**src/rtl/fishbowl_pkg.sv**
```systemverilog
// Shared definitions for the fish-tank command link: frame header, command
// codes, error codes and the frame parser state encoding.
package fishbowl_pkg;

    localparam logic [7:0] HDR       = 8'hAA;

    localparam logic [7:0] CMD_PUMP  = 8'h01;
    localparam logic [7:0] CMD_LIGHT = 8'h02;
    localparam logic [7:0] CMD_TEMP  = 8'h03;
    localparam logic [7:0] CMD_FEED  = 8'h04;

    typedef enum logic [1:0] {
        ERR_NONE    = 2'd0,
        ERR_CHK     = 2'd1,
        ERR_LEN     = 2'd2,
        ERR_TIMEOUT = 2'd3
    } err_code_t;

    typedef enum logic [2:0] {
        ST_IDLE     = 3'd0,
        ST_GET_CMD  = 3'd1,
        ST_GET_LEN  = 3'd2,
        ST_GET_DATA = 3'd3,
        ST_GET_CHK  = 3'd4
    } state_t;

endpackage

```
**src/rtl/frame_timeout_cnt.sv**
```systemverilog
// Inter-byte idle timer. Down-counter reloaded on clear; expire pulses while
// enabled and the count has reached zero, unless a clear lands the same cycle.
module frame_timeout_cnt #(
    parameter int TIMEOUT_CYC = 156250
) (
    input  logic clk,
    input  logic rst_n,
    input  logic clear,
    input  logic enable,
    output logic expire
);

    localparam int W = $clog2(TIMEOUT_CYC);
    localparam logic [W-1:0] LOAD = W'(TIMEOUT_CYC - 1);

    logic [W-1:0] cnt;

    // Reload on clear, otherwise count down while enabled and park at zero.
    always_ff @(posedge clk or negedge rst_n) begin
        if (!rst_n) begin
            cnt <= LOAD;
        end else if (clear) begin
            cnt <= LOAD;
        end else if (enable && (cnt != '0)) begin
            cnt <= cnt - 1'b1;
        end
    end

    assign expire = enable && !clear && (cnt == '0);

endmodule

```
**src/rtl/uart_frame_parser.sv**
```systemverilog
// Assembles HDR/CMD/LEN/DATA/CHK frames from the UART byte stream and
// publishes good frames to the tank control logic.
//
//  state       | meaning
//  ST_IDLE     | hunting for the header byte; other bytes dropped
//  ST_GET_CMD  | next byte is the command
//  ST_GET_LEN  | next byte is the payload length
//  ST_GET_DATA | collecting payload bytes into the shadow buffer
//  ST_GET_CHK  | next byte is the checksum; commit or reject
module uart_frame_parser #(
    parameter logic [7:0] HDR         = fishbowl_pkg::HDR,
    parameter int         MAX_LEN     = 8,
    parameter int         TIMEOUT_CYC = 156250
) (
    input  logic                   clk,
    input  logic                   rst_n,
    input  logic [7:0]             din,
    input  logic                   din_vld,
    output logic                   frame_vld,
    output logic [7:0]             cmd,
    output logic [3:0]             len,
    output logic [MAX_LEN*8-1:0]   payload,
    output logic                   err,
    output logic [1:0]             err_code
);

    import fishbowl_pkg::*;

    state_t     state;
    state_t     state_nxt;

    logic [7:0] cmd_s;
    logic [3:0] len_s;
    logic [7:0] buf_s [MAX_LEN];
    logic [7:0] sum;
    logic [3:0] idx;

    logic       tmo_clear;
    logic       tmo_en;
    logic       tmo_expire;

    logic       do_commit;
    logic       do_err;
    err_code_t  err_code_nxt;

    assign tmo_en    = (state != ST_IDLE);
    assign tmo_clear = din_vld || (state == ST_IDLE);

    frame_timeout_cnt #(
        .TIMEOUT_CYC (TIMEOUT_CYC)
    ) u_timeout (
        .clk    (clk),
        .rst_n  (rst_n),
        .clear  (tmo_clear),
        .enable (tmo_en),
        .expire (tmo_expire)
    );

    // State register.
    always_ff @(posedge clk or negedge rst_n) begin
        if (!rst_n) begin
            state <= ST_IDLE;
        end else begin
            state <= state_nxt;
        end
    end

    // Next-state decode plus commit/error requests; a byte always beats an expiring timer.
    always_comb begin
        state_nxt    = state;
        do_commit    = 1'b0;
        do_err       = 1'b0;
        err_code_nxt = ERR_NONE;
        if (din_vld) begin
            case (state)
                ST_IDLE: begin
                    if (din == HDR) begin
                        state_nxt = ST_GET_CMD;
                    end
                end
                ST_GET_CMD: begin
                    state_nxt = ST_GET_LEN;
                end
                ST_GET_LEN: begin
                    if (din > 8'(MAX_LEN)) begin
                        do_err       = 1'b1;
                        err_code_nxt = ERR_LEN;
                        state_nxt    = ST_IDLE;
                    end else if (din == 8'h00) begin
                        state_nxt = ST_GET_CHK;
                    end else begin
                        state_nxt = ST_GET_DATA;
                    end
                end
                ST_GET_DATA: begin
                    if (idx == (len_s - 4'd1)) begin
                        state_nxt = ST_GET_CHK;
                    end
                end
                ST_GET_CHK: begin
                    if (din == sum) begin
                        do_commit = 1'b1;
                    end else begin
                        do_err       = 1'b1;
                        err_code_nxt = ERR_CHK;
                    end
                    state_nxt = ST_IDLE;
                end
                default: begin
                    state_nxt = ST_IDLE;
                end
            endcase
        end else if (tmo_expire) begin
            do_err       = 1'b1;
            err_code_nxt = ERR_TIMEOUT;
            state_nxt    = ST_IDLE;
        end
    end

    // Shadow registers: command, length, payload buffer, running checksum and index.
    always_ff @(posedge clk or negedge rst_n) begin
        if (!rst_n) begin
            cmd_s <= 8'h00;
            len_s <= 4'd0;
            sum   <= 8'h00;
            idx   <= 4'd0;
            for (int i = 0; i < MAX_LEN; i++) begin
                buf_s[i] <= 8'h00;
            end
        end else if (din_vld) begin
            case (state)
                ST_IDLE: begin
                    sum <= 8'h00;
                end
                ST_GET_CMD: begin
                    cmd_s <= din;
                    sum   <= sum + din;
                end
                ST_GET_LEN: begin
                    len_s <= din[3:0];
                    sum   <= sum + din;
                    idx   <= 4'd0;
                end
                ST_GET_DATA: begin
                    for (int i = 0; i < MAX_LEN; i++) begin
                        if (idx == 4'(i)) begin
                            buf_s[i] <= din;
                        end
                    end
                    sum <= sum + din;
                    idx <= idx + 4'd1;
                end
                default: begin
                end
            endcase
        end
    end

    // Published outputs: load from the shadow regs on commit, zero-filling bytes past len.
    always_ff @(posedge clk or negedge rst_n) begin
        if (!rst_n) begin
            frame_vld <= 1'b0;
            err       <= 1'b0;
            err_code  <= 2'd0;
            cmd       <= 8'h00;
            len       <= 4'd0;
            payload   <= '0;
        end else begin
            frame_vld <= do_commit;
            err       <= do_err;
            if (do_err) begin
                err_code <= err_code_nxt;
            end
            if (do_commit) begin
                cmd <= cmd_s;
                len <= len_s;
                for (int i = 0; i < MAX_LEN; i++) begin
                    payload[8*i +: 8] <= (4'(i) < len_s) ? buf_s[i] : 8'h00;
                end
            end
        end
    end

endmodule

```
**config.mk**
```make
export PLATFORM = sky130hd
export DESIGN_NAME = uart_frame_parser
export DESIGN_NICKNAME = d
export VERILOG_FILES = /design/src/rtl/fishbowl_pkg.sv /design/src/rtl/frame_timeout_cnt.sv /design/src/rtl/uart_frame_parser.sv
export SDC_FILE = /design/constraint.sdc
export NUM_CORES = 1
export LEC_CHECK = 0
export BUFFER_PORTS_ARGS = -buffer_cell sky130_fd_sc_hd__buf_2
export CORE_UTILIZATION = 63
export DETAILED_ROUTE_END_ITERATION = 10
export MAX_ROUTING_LAYER = met4
export PLACE_DENSITY_LB_ADDON = 0.2
export SLEW_MARGIN = 20
export SYNTH_ARGS = -nofsm -noshare
export SYNTH_HDL_FRONTEND = slang
export SYNTH_HIERARCHICAL = 1
export SYNTH_SLANG_ARGS = --single-unit
```
**constraint.sdc**
```tcl
create_clock -name clk -period 4 [get_ports clk]
set_clock_uncertainty 0.2 [all_clocks]
set_input_delay 0.4 -clock clk [delete_from_list [all_inputs] [get_ports clk]]
set_output_delay 0.4 -clock clk [all_outputs]
set_load 0.005 [all_outputs]
```
==> results of run 1 <==
-- worst min path at each step --
stage                           start           to  depth (start not counted)
after floorplan                 rst_n     buf_s[0]                          0
after global placement    payload[45]  payload[45]                          2
after detailed placement  payload[58]  payload[58]                          2
after CTS                     din_vld     state[2]                          4
after global routing          din_vld  err_code[1]                          3
final                         din_vld  err_code[1]                          3
-- cells by family (layout without fill, tap and decap cells) --
group,count (synthesis),count (layout),synth area share (%)
mux,80,80,10.7
simple gates,353,353,20.2
fa+ha+maj,17,17,2.62
compound gates,72,72,5.53
xor+xnor,11,11,1.15
flops,189,189,56.3
buf+inv,57,142,3.48
-- Yosys cell counts (4+ instances only) --
cell,n
nor2b_1,7
or4_1,9
o21ai_0,17
buf_6,4
buf_4,7
nor3_1,6
a21oi_1,19
a21o_1,7
xnor2_1,8
ha_1,16
nand2_1,186
mux2_1,32
or3_1,9
nor2_1,16
o31ai_1,5
and2_1,5
nor4_1,10
inv_1,13
clkbuf_1,19
buf_2,10
mux2_2,45
dfrtp_1,181
nand2b_1,7
nand3_1,73
nand2_4,4
dfstp_2,8
-- flip-flops by register name, summed over array words and instances, names as in the netlist --
register and flops:
cmd 8, sum 8, cmd_s 8, idx 4, u_timeout/cnt 18, buf_s 64, state 3, len 4
frame_vld 1, err 1, err_code 2, payload 64, len_s 4
-- critical path: stages, from the launching register on --
cell,delay [ps]
dfrtp_1,650
or3_1,300
and4bb_2,270
nand3_1,230
nor4_1,500
nor2_1,110
a21oi_1,230
o31ai_1,110
a21o_1,200
-- where the power goes --
part / switching (mW) / leakage [nW] / internal, mW / total [mW]
sequential: 0.300 / 2.54 / 2.25 / 2.55
combinational: 0.648 / 2.21 / 0.528 / 1.18
clock: 0.705 / 0.316 / 1.08 / 1.79
-- routing by layer --
layer	GRT usage, %	routed length [µm]	up-vias
met5	-	0	-
met4	10.2	270	0
met3	5.57	868	25
met2	47.1	9250	184
met1	37.0	7830	3083
li1	-	-	2815
-- cell type report --
cell class              instances  area (µm²)  area share, %
clock buffers                  23         508           5.32
clock inverters                 9         130           1.36
well taps                     172         215           2.25
inverters                      14        52.6          0.550
multi-input cells             533        3380           35.4
repair buffers                 96         529           5.54
flip-flops and latches        189        4740           49.6
-- per-stage QoR --
step	utilization (%)	area, µm²	worst slack (ps)
after global routing	74.5	9560	925
after global placement	69.5	8910	1020
final	74.5	9560	1100
after detailed placement	69.5	8910	963
after CTS	74.5	9560	1170
after floorplan	-	8410	1780
==> results.txt, run 1 <==
Tightest Hold Check Type: input pin to flop
Global-route wire length before repair: 30500 µm
Layout cells sized above 1: 23.3%
Crit path time final: 2900 ps
Commonest cells after routing, fill and taps aside: nand2_1, dfrtp_1, buf_2
Post-route ant nets: 0
H-tree levels: 4
R2r endpoint: state[1]
Congestion Overflow GR: 0
Primary FF master, synth: dfrtp_1
Measured slew at the worst slew-check pin: 883 ps
CTS tree: built
Ports: 91
DP Cell Count: 1003
TNS Setup: 0 ps
Synth top area cells: dfrtp_1, nand2_1, mux2_2, nand3_1, mux2_1
R2R depth: 8
Max-slew violation count: 0
Fin. Hold Viols: 0
Top-area cell type share of the netlist area: 53.8%
Worst path required time: 4130 ps
Post-DP HPWL: 11900 µm
Core area: 0.0128 mm²
Reg-to-reg startpoint: state[0]
Port Buf Inserts: 90
GPL Wtd Cong: 0.860
CP startpoint kind: flop
# rows: 41
Post-CTS Resized: 0
Reg2Reg Setup Slack: 1100 ps
Relative slew slack: 41.1%
DR WL/cell: 17.6 µm
Max Freq: 345 MHz
Period utilization: 72.6%
Setup CP Type: flop to flop
Starting density of the core: 65.6%
Leak: 5.07 nW
Initial DRC Count: 518
WL final: 18200 µm
Vias: 6107
Clk slew on worst S/H paths: 60 ps
Root Driver: clkbuf_16
Crit path launch: state[0]
Total die area: 0.0138 mm²
Post-CTS Setup Inserts: 0
Data arrival time of the critical path: 3030 ps
Pwr dens: 577 mW/mm²
Unrepaired setup endpoints after global routing: no
Fill count: 899
Maximum clock path buffer count: 2
Largest net degree at the start of global routing: 98
Syn Std Cell Area: 0.00841 mm²
Crit end category: flop
Synth Instances: 779
Hold WS: 198 ps
Vias in the first global route: 6018
Max Cap Viol: 0
N_diodes: 0
Vias per cell: 5.89
Synth Warn #: 6
Syn Nets: 807
Critical Path Fanout Max: 16
Syn avg cell area: 10.8 µm²
Chip width: 118 µm
Area growth syn-to-layout: 13.6%
Outcome: finished clean
Number of detailed-route iterations in the first pass: 5
Chip height: 118 µm
Initial antenna violation count: 0
Worst Setup EP: state[1]
DR DRC count: 0
Clk Latency, worst-skew pair: 440 ps
CTS Buf Count: 17
Sequential area share after synthesis: 56.3%
Hold-fix buffers at CTS: 1
Layout Nets: 879
GRT Total Usage: 29.1%
Non-Filler Instances: 1036
Post-synth cell types: 66
Pwr Total: 5.51 mW
#FFs+latches synth: 189
Async S/R FF share, synth: 100%
# setup viols final: 0
Yosys top cell by area: dfrtp_1
CTS sink cnt: 189
Most common cell after layout, fill and taps aside: nand2_1
VDD IR max: 0.332 mV
EDFF count, synth: 0
Power figures use the tool's default switching activity.
==> run 2: changes to the inputs <==
--- a/config.mk
+++ b/config.mk
@@ -5,8 +5,9 @@
 export SDC_FILE = /design/constraint.sdc
 export NUM_CORES = 1
 export LEC_CHECK = 0
+export ABC_AREA = 1
 export BUFFER_PORTS_ARGS = -buffer_cell sky130_fd_sc_hd__buf_2
-export CORE_UTILIZATION = 63
+export CORE_UTILIZATION = 53
 export DETAILED_ROUTE_END_ITERATION = 10
 export MAX_ROUTING_LAYER = met4
 export PLACE_DENSITY_LB_ADDON = 0.2
==> constraint.sdc (replaced) <==
create_clock -name clk -period 2.6 [get_ports clk]
set_clock_uncertainty 0.2 [all_clocks]
set_input_delay 0.26 -clock clk [delete_from_list [all_inputs] [get_ports clk]]
set_output_delay 0.26 -clock clk [all_outputs]
set_load 0.005 [all_outputs]
==> results.txt, run 2 <==
Multi-input gate area: 0.00344 mm² (+1.8%)
Post-DP HPWL: 12500 µm (+5.5%)
Layout cells sized above 1: 17.7% (-5.5 points)
N_diodes: 0 (unchanged)
Total die area: 0.0168 mm² (+22%)
Max Freq: 413 MHz
DR DRC count: 0 (unchanged)
Hold Crit Depth: 5 (+2)
Max Cap Viol: 0 (unchanged)
Post-CTS Resized: 0 (unchanged)
Pwr dens: 880 mW/mm² (+53%)
Syn Nets: 1008 (+25%)
Async S/R FF share, synth: 100% (unchanged)
CTS tree: built
Number of detailed-route iterations in the first pass: 5 (unchanged)
DR WL/cell: 14.3 µm (-18%)
Port Buf Inserts: 90 (unchanged)
Non-Filler Instances: 1304 (+26%)
Top-area cell type share of the netlist area: 52.4% (-1.4 points)
Period utilization: 93.2%
Reg2Reg Setup Slack: 320 ps (-780 ps)
GRT Total Usage: 24.8% (-4.3 points)
Syn Std Cell Area: 0.00864 mm² (+2.7%)
Worst path required time: 2730 ps (-1400 ps)
Data arrival time of the critical path: 2560 ps (-470 ps)
Post-synth cell types: 38 (-42%)
Ports: 91 (unchanged)
Area growth syn-to-layout: 15.0%
Clk Latency, worst-skew pair: 440 ps (about the same)
Most common cell after layout, fill and taps aside: nand2_1
Synth Instances: 980 (+26%)
Commonest cells after routing, fill and taps aside: nand2_1, dfrtp_1, buf_2
Largest registers: buf_s x64, payload x64, u_timeout/cnt x18
Relative slew slack: 57.0% (+16 points)
Outcome: finished clean
CTS Buf Count: 17 (unchanged)
R2r endpoint: payload[6]
Reg-to-reg startpoint: sum[3]
Unrepaired setup endpoints after global routing: no
Top post-synthesis cells by count: nand2_1, dfrtp_1, o21ai_0
Top-count cell post-synth: nand2_1
CTS sink cnt: 189 (unchanged)
Sequential area share after synthesis: 54.9% (-1.5 points)
Fin area: 0.00993 mm² (+4.0%)
Synth Warn #: 6 (unchanged)
Hold Crit Start: din[7]
Post-route ant nets: 0 (unchanged)
Clk slew on worst S/H paths: 70 ps (about the same)
Slowest cell on crit path: dlygate4sd3_1
Hold Path Sink: sum[7]
Fin. Hold Viols: 0 (unchanged)
# setup viols final: 0 (unchanged)
Core Util, Final: 62.5% (-12 points)
CP startpoint kind: input pin
Congestion Overflow GR: 0 (unchanged)
Critical Path Fanout Max: 135 (+119)
Vias: 6649 (+8.9%)
Crit end category: flop
Measured slew at the worst slew-check pin: 641 ps (-243 ps)
Primary FF master, synth: dfrtp_1
H-tree levels: 4 (unchanged)
Initial DRC Count: 490 (-5.4%)
Delay-heaviest family, CP: buffers and inverters
Core area: 0.0159 mm² (+24%)
Syn avg cell area: 8.82 µm² (-18%)
Crit path time final: 2420 ps
DP Cell Count: 1266 (+26%)
Fill count: 1407 (+57%)
Layout Nets: 1103 (+25%)
Cell Chain, Critical Path: dlygate4sd3_1 -> buf_2 -> ha_1 -> nor2_1 -> nand2_1 -> nor2_1 -> nand2_1 -> inv_1 -> nand2_4 -> buf_12 -> o21ai_0
#FFs+latches synth: 189 (unchanged)
CP bufs+invs: 4 (+4)
Tightest Hold Check Type: input pin to flop
Max-slew violation count: 0 (unchanged)
Initial antenna violation count: 0 (unchanged)
Starting density of the core: 54.4% (-11 points)
Max incr delay on CP: 520 ps (-130 ps)
# rows: 46 (+12%)
Leak: 5.00 nW (-1.3%)
WL final: 18700 µm (+2.6%)
R2R depth: 9 (+1)
FF+latch area: 0.00474 mm² (unchanged)
Chip height: 130 µm (+10%)
Yosys top cell by area: dfrtp_1
Synth top area cells: dfrtp_1, nand2_1, o21ai_0, o21ai_1, nand3_1
Setup CP Type: input pin to flop
Global-route wire length before repair: 31000 µm (+1.4%)
Vias per cell: 5.10 (-14%)
Chip width: 130 µm (+10%)
Vias in the first global route: 6120 (+1.7%)
Largest net degree at the start of global routing: 136 (+39%)
Area post-placement: 0.00927 mm² (+4.0%)
VDD IR max: 0.600 mV (+81%)
TNS Setup: 0 ps (unchanged)
Root Driver: clkbuf_16
GPL Wtd Cong: 0.923 (+7.4%)
Hold WS: 123 ps (-74.4 ps)
Maximum clock path buffer count: 2 (unchanged)
EDFF count, synth: 0 (unchanged)
[run 2: changes by cell type in the layout (fill, tap and decap cells not counted), sizes merged, moves of 11 or more]
cell   before  now
inv        15   65
nor4       11    0
nand3      73   55
mux2       77    0
nand2     190  368
o21ai      19  157
nor2       17   67
[run 2: area by class of cell]
cell class                 instances  share of cell area, %
tap                              216                   2.72
inverter                          61                   2.30
multi-input combinational        698                   34.7
sequential                       189                   47.7
clock buffer                      18                   4.32
timing repair buffer             108                   6.49
clock inverter                    14                   1.79
[run 2: metrics by stage]
step,setup WS [ps],power [mW]
floorplan,365,5.54
global placement,401,6.07
detailed placement,363,6.13
CTS,267,8.79
global route,64.7,9.27
finish,178,8.74
[run 2: how the worst max path moves through the flow]
stage / startpoint / to / slack, ps / depth (start not counted)
final: din[3] / payload[6] / 180 / 11
after global placement: din[3] / payload[58] / 400 / 11
after CTS: din[3] / payload[60] / 270 / 12
after global routing: din[2] / payload[42] / 60 / 11
after detailed placement: din[3] / payload[60] / 360 / 11
after floorplan: state[0] / state[0] / 370 / 14
[run 2: cells by family (layout without fill, tap and decap cells)]
group	count (synthesis)	in the layout	synth area share, %
and+or+nand+nor	496	496	25.0
DFF	189	189	54.9
AOI/OAI and AO/OA	173	173	11.1
buffers and inverters	93	201	5.27
adders and majority gates	17	17	2.55
xor gates and xnor gates	12	12	1.22
[run 2: what timing repair did]
| action | CTS | global route |
|---|---|---|
| hold endpoints to repair | 52 | 0 |
| hold buffers | 6 | 0 |
| endpoints found under the setup margin | 0 | 0 |
| setup buffers | 0 | 0 |
[run 2: layer usage]
layer	up-vias	part of all wire [%]	global-route usage (%)
li1	3349	-	-
met1	3142	48	34.5
met2	134	46	37.4
met3	24	3.6	4.05
met4	0	1.8	7.66
met5	-	0	-
[run 2: report_power, final]
| part | leakage (nW) | switching, mW | total [mW] | internal [mW] |
|---|---|---|---|---|
| sequential | 2.56 | 0.365 | 3.80 | 3.44 |
| combinational | 2.15 | 1.55 | 2.29 | 0.740 |
| clock | 0.290 | 1.19 | 2.65 | 1.46 |
[run 2: tightest hold or removal path: stages]
cell	delay, ps
buf_2	110
xnor2_1	110
nand3_1	100
nand3_1	80
nand2_1	60
==> run 3: changes to the inputs <==
--- a/config.mk
+++ b/config.mk
@@ -5,7 +5,7 @@
 export SDC_FILE = /design/constraint.sdc
 export NUM_CORES = 1
 export LEC_CHECK = 0
-export ABC_AREA = 1
+export ABC_AREA = 0
 export BUFFER_PORTS_ARGS = -buffer_cell sky130_fd_sc_hd__buf_2
 export CORE_UTILIZATION = 53
 export DETAILED_ROUTE_END_ITERATION = 10
==> results.txt, run 3 (synthesized netlist as in run 1, its figures left out) <==
Gr busiest metal: met2
Hold Crit Depth: 3 (-2)
Tightest Hold Check Type: input pin to flop
Setup CP Type: flop to flop
Area growth syn-to-layout: 15.4%
Vias in the first global route: 6037 (-1.4%)
Vias per cell: 5.55 (+8.8%)
Leak: 5.13 nW (+2.5%)
Fin area: 0.00971 mm² (-2.2%)
Hold Crit Start: din_vld
Initial antenna violation count: 0 (unchanged)
Met1 Track Usage GR: 32.8% (-1.7 points)
Chip width: 128 µm (-1.3%)
R2r endpoint: buf_s[60]
Relative slew slack: 52.3% (-4.7 points)
N_diodes: 0 (unchanged)
R2R depth: 5 (-4)
# setup viols final: 0 (unchanged)
Unrepaired setup endpoints after global routing: no
Number of detailed-route iterations in the first pass: 5 (unchanged)
Max-slew violation count: 0 (unchanged)
Crit end category: flop
Largest net degree at the start of global routing: 136 (unchanged)
DR WL/cell: 16.8 µm (+17%)
Data arrival time of the critical path: 2550 ps (about the same)
Root Driver: clkbuf_16
Slowest cell on crit path: and2_1
Congestion Overflow GR: 0 (unchanged)
Most common cell after layout, fill and taps aside: nand2_1
CP startpoint kind: flop
Fin worst setup slack: 162 ps (-15.9 ps)
Hold WS: 28.6 ps (-94.8 ps)
Starting density of the core: 54.7% (+0.35 points)
Largest registers: buf_s x64, payload x64, u_timeout/cnt x18
Port Buf Inserts: 90 (unchanged)
Critical Path Fanout Max: 8 (-94%)
Max Freq: 410 MHz (-0.65%)
GRT Total Usage: 24.9% (+0.094 points)
Multi-input gate area: 0.00339 mm² (-1.6%)
Core area: 0.0154 mm² (-3.2%)
Area post-placement: 0.00907 mm² (-2.1%)
# rows: 45 (-2.2%)
Clock power share: 31.0% (+0.7 points)
Non-Filler Instances: 1092 (-16%)
Cell Chain, Critical Path: and2b_2 -> nand2_1 -> nor4b_2 -> and2_1 -> mux2_2
Ports: 91 (unchanged)
DR DRC count: 0 (unchanged)
Max Cap Viol: 0 (unchanged)
TNS Setup: 0 ps (unchanged)
Layout cells sized above 1: 24.5% (+6.8 points)
Fin. Hold Viols: 0 (unchanged)
Maximum clock path buffer count: 2 (unchanged)
CTS sink cnt: 189 (unchanged)
Seq pwr share: 46.2% (+2.7 points)
NetSw: 2.50 mW (-20%)
DP Cell Count: 1056 (-17%)
Reg-to-reg startpoint: state[2]
Global-route wire length before repair: 30500 µm (-1.5%)
FF+latch area: 0.00474 mm² (unchanged)
Met2 usage: 38.7% (+1.3 points)
CTS tree: built
WL final: 18300 µm (-2.0%)
Pwr dens: 859 mW/mm² (-2.5%)
Clk slew on worst S/H paths: 70 ps (about the same)
Chip height: 128 µm (-1.3%)
Commonest cells after routing, fill and taps aside: nand2_1, dfrtp_1, buf_2
Total die area: 0.0164 mm² (-2.6%)
Vias: 6060 (-8.9%)
Measured slew at the worst slew-check pin: 715 ps (+74.3 ps)
VDD IR max: 0.614 mV (+2.2%)
GPL Wtd Cong: 0.866 (-6.2%)
Clk Latency, worst-skew pair: 430 ps (about the same)
CTS Buf Count: 17 (unchanged)
H-tree levels: 4 (unchanged)
Max incr delay on CP: 450 ps (-70 ps)
Period utilization: 93.8% (+0.61 points)
Crit path time final: 2440 ps (+15.9 ps)
Post-DP HPWL: 12000 µm (-4.4%)
Pwr Total: 8.34 mW (-4.6%)
Core Util, Final: 63.2% (+0.64 points)
Layout Nets: 896 (-19%)
Logic gate share of total power: 22.8% (-3.4 points)
Hold Path Sink: err_code[1]
Initial DRC Count: 387 (-21%)
Setup WS pre-CTS: 159 ps (-204 ps)
Reg2Reg Setup Slack: 160 ps (-160 ps)
Met3 usage: 4.76% (+0.71 points)
Fill count: 1262 (-10%)
Outcome: finished clean
Switching Share: 30.0% (-5.6 points)
Int Pwr: 5.84 mW (+3.6%)
Post-route ant nets: 0 (unchanged)
Worst path required time: 2710 ps (-20 ps)
## run 3: changes by cell type in the layout (fill, tap and decap cells not counted), moves of 32 or more
| cell | before | now |
|---|---|---|
| mux2_1 | 0 | 32 |
| o21ai_1 | 64 | 2 |
| mux2_2 | 0 | 45 |
| o21ai_0 | 72 | 17 |
| nand2_1 | 360 | 186 |
| nor2_1 | 58 | 16 |
| inv_1 | 55 | 13 |
## run 3: area by class of cell
cell class | instances | share of cell area [%]
multi-input cells | 533 | 34.9
inverters | 14 | 0.541
repair buffers | 113 | 6.92
clock inverters | 9 | 1.11
flip-flops and latches | 189 | 48.8
well taps | 211 | 2.72
clock buffers | 23 | 5.02
## run 3: timing repair
item,CTS,global route
hold endpoints to repair,181,0
gates resized for setup,0,1
buffers inserted,0,2
endpoints found under the setup margin,0,4
hold buffers,2,0
## run 3: worst max-delay path by stage
stage                     slack, ps             start  cells after the start                end
after CTS                       120          state[1]                      5  u_timeout/cnt[15]
after global placement          260            din[4]                      9         payload[7]
after global routing             10          state[1]                      8           state[1]
after floorplan                 380  u_timeout/cnt[0]                      7   u_timeout/cnt[5]
final                           160          state[2]                      5          buf_s[60]
after detailed placement        160          state[1]                      5  u_timeout/cnt[15]
## run 3: worst max-delay path, delay by kind of cell, from the launching register on
kind          cells  cell delay (ps)
mux               1              400
simple gates      4             1310
flops             1              410
## run 3: metal layers
metal	routed length (µm)	part of all wire [%]	vias to the layer above
met5	0	0	-
met3	796	4.3	16
met2	9120	50	140
met1	8180	45	3050
li1	-	-	2854
met4	241	1.3	0
## run 3: power by group through the flow
| stage | logic [mW] | registers (mW) | clock network (mW) |
|---|---|---|---|
| final | 1.90 | 3.85 | 2.59 |
| after global placement | 1.82 | 3.85 | 0 |
| after floorplan | 1.48 | 3.74 | 0 |
| after detailed placement | 1.89 | 3.89 | 0 |
| after global routing | 2.13 | 3.92 | 2.75 |
| after CTS | 1.91 | 3.85 | 2.64 |
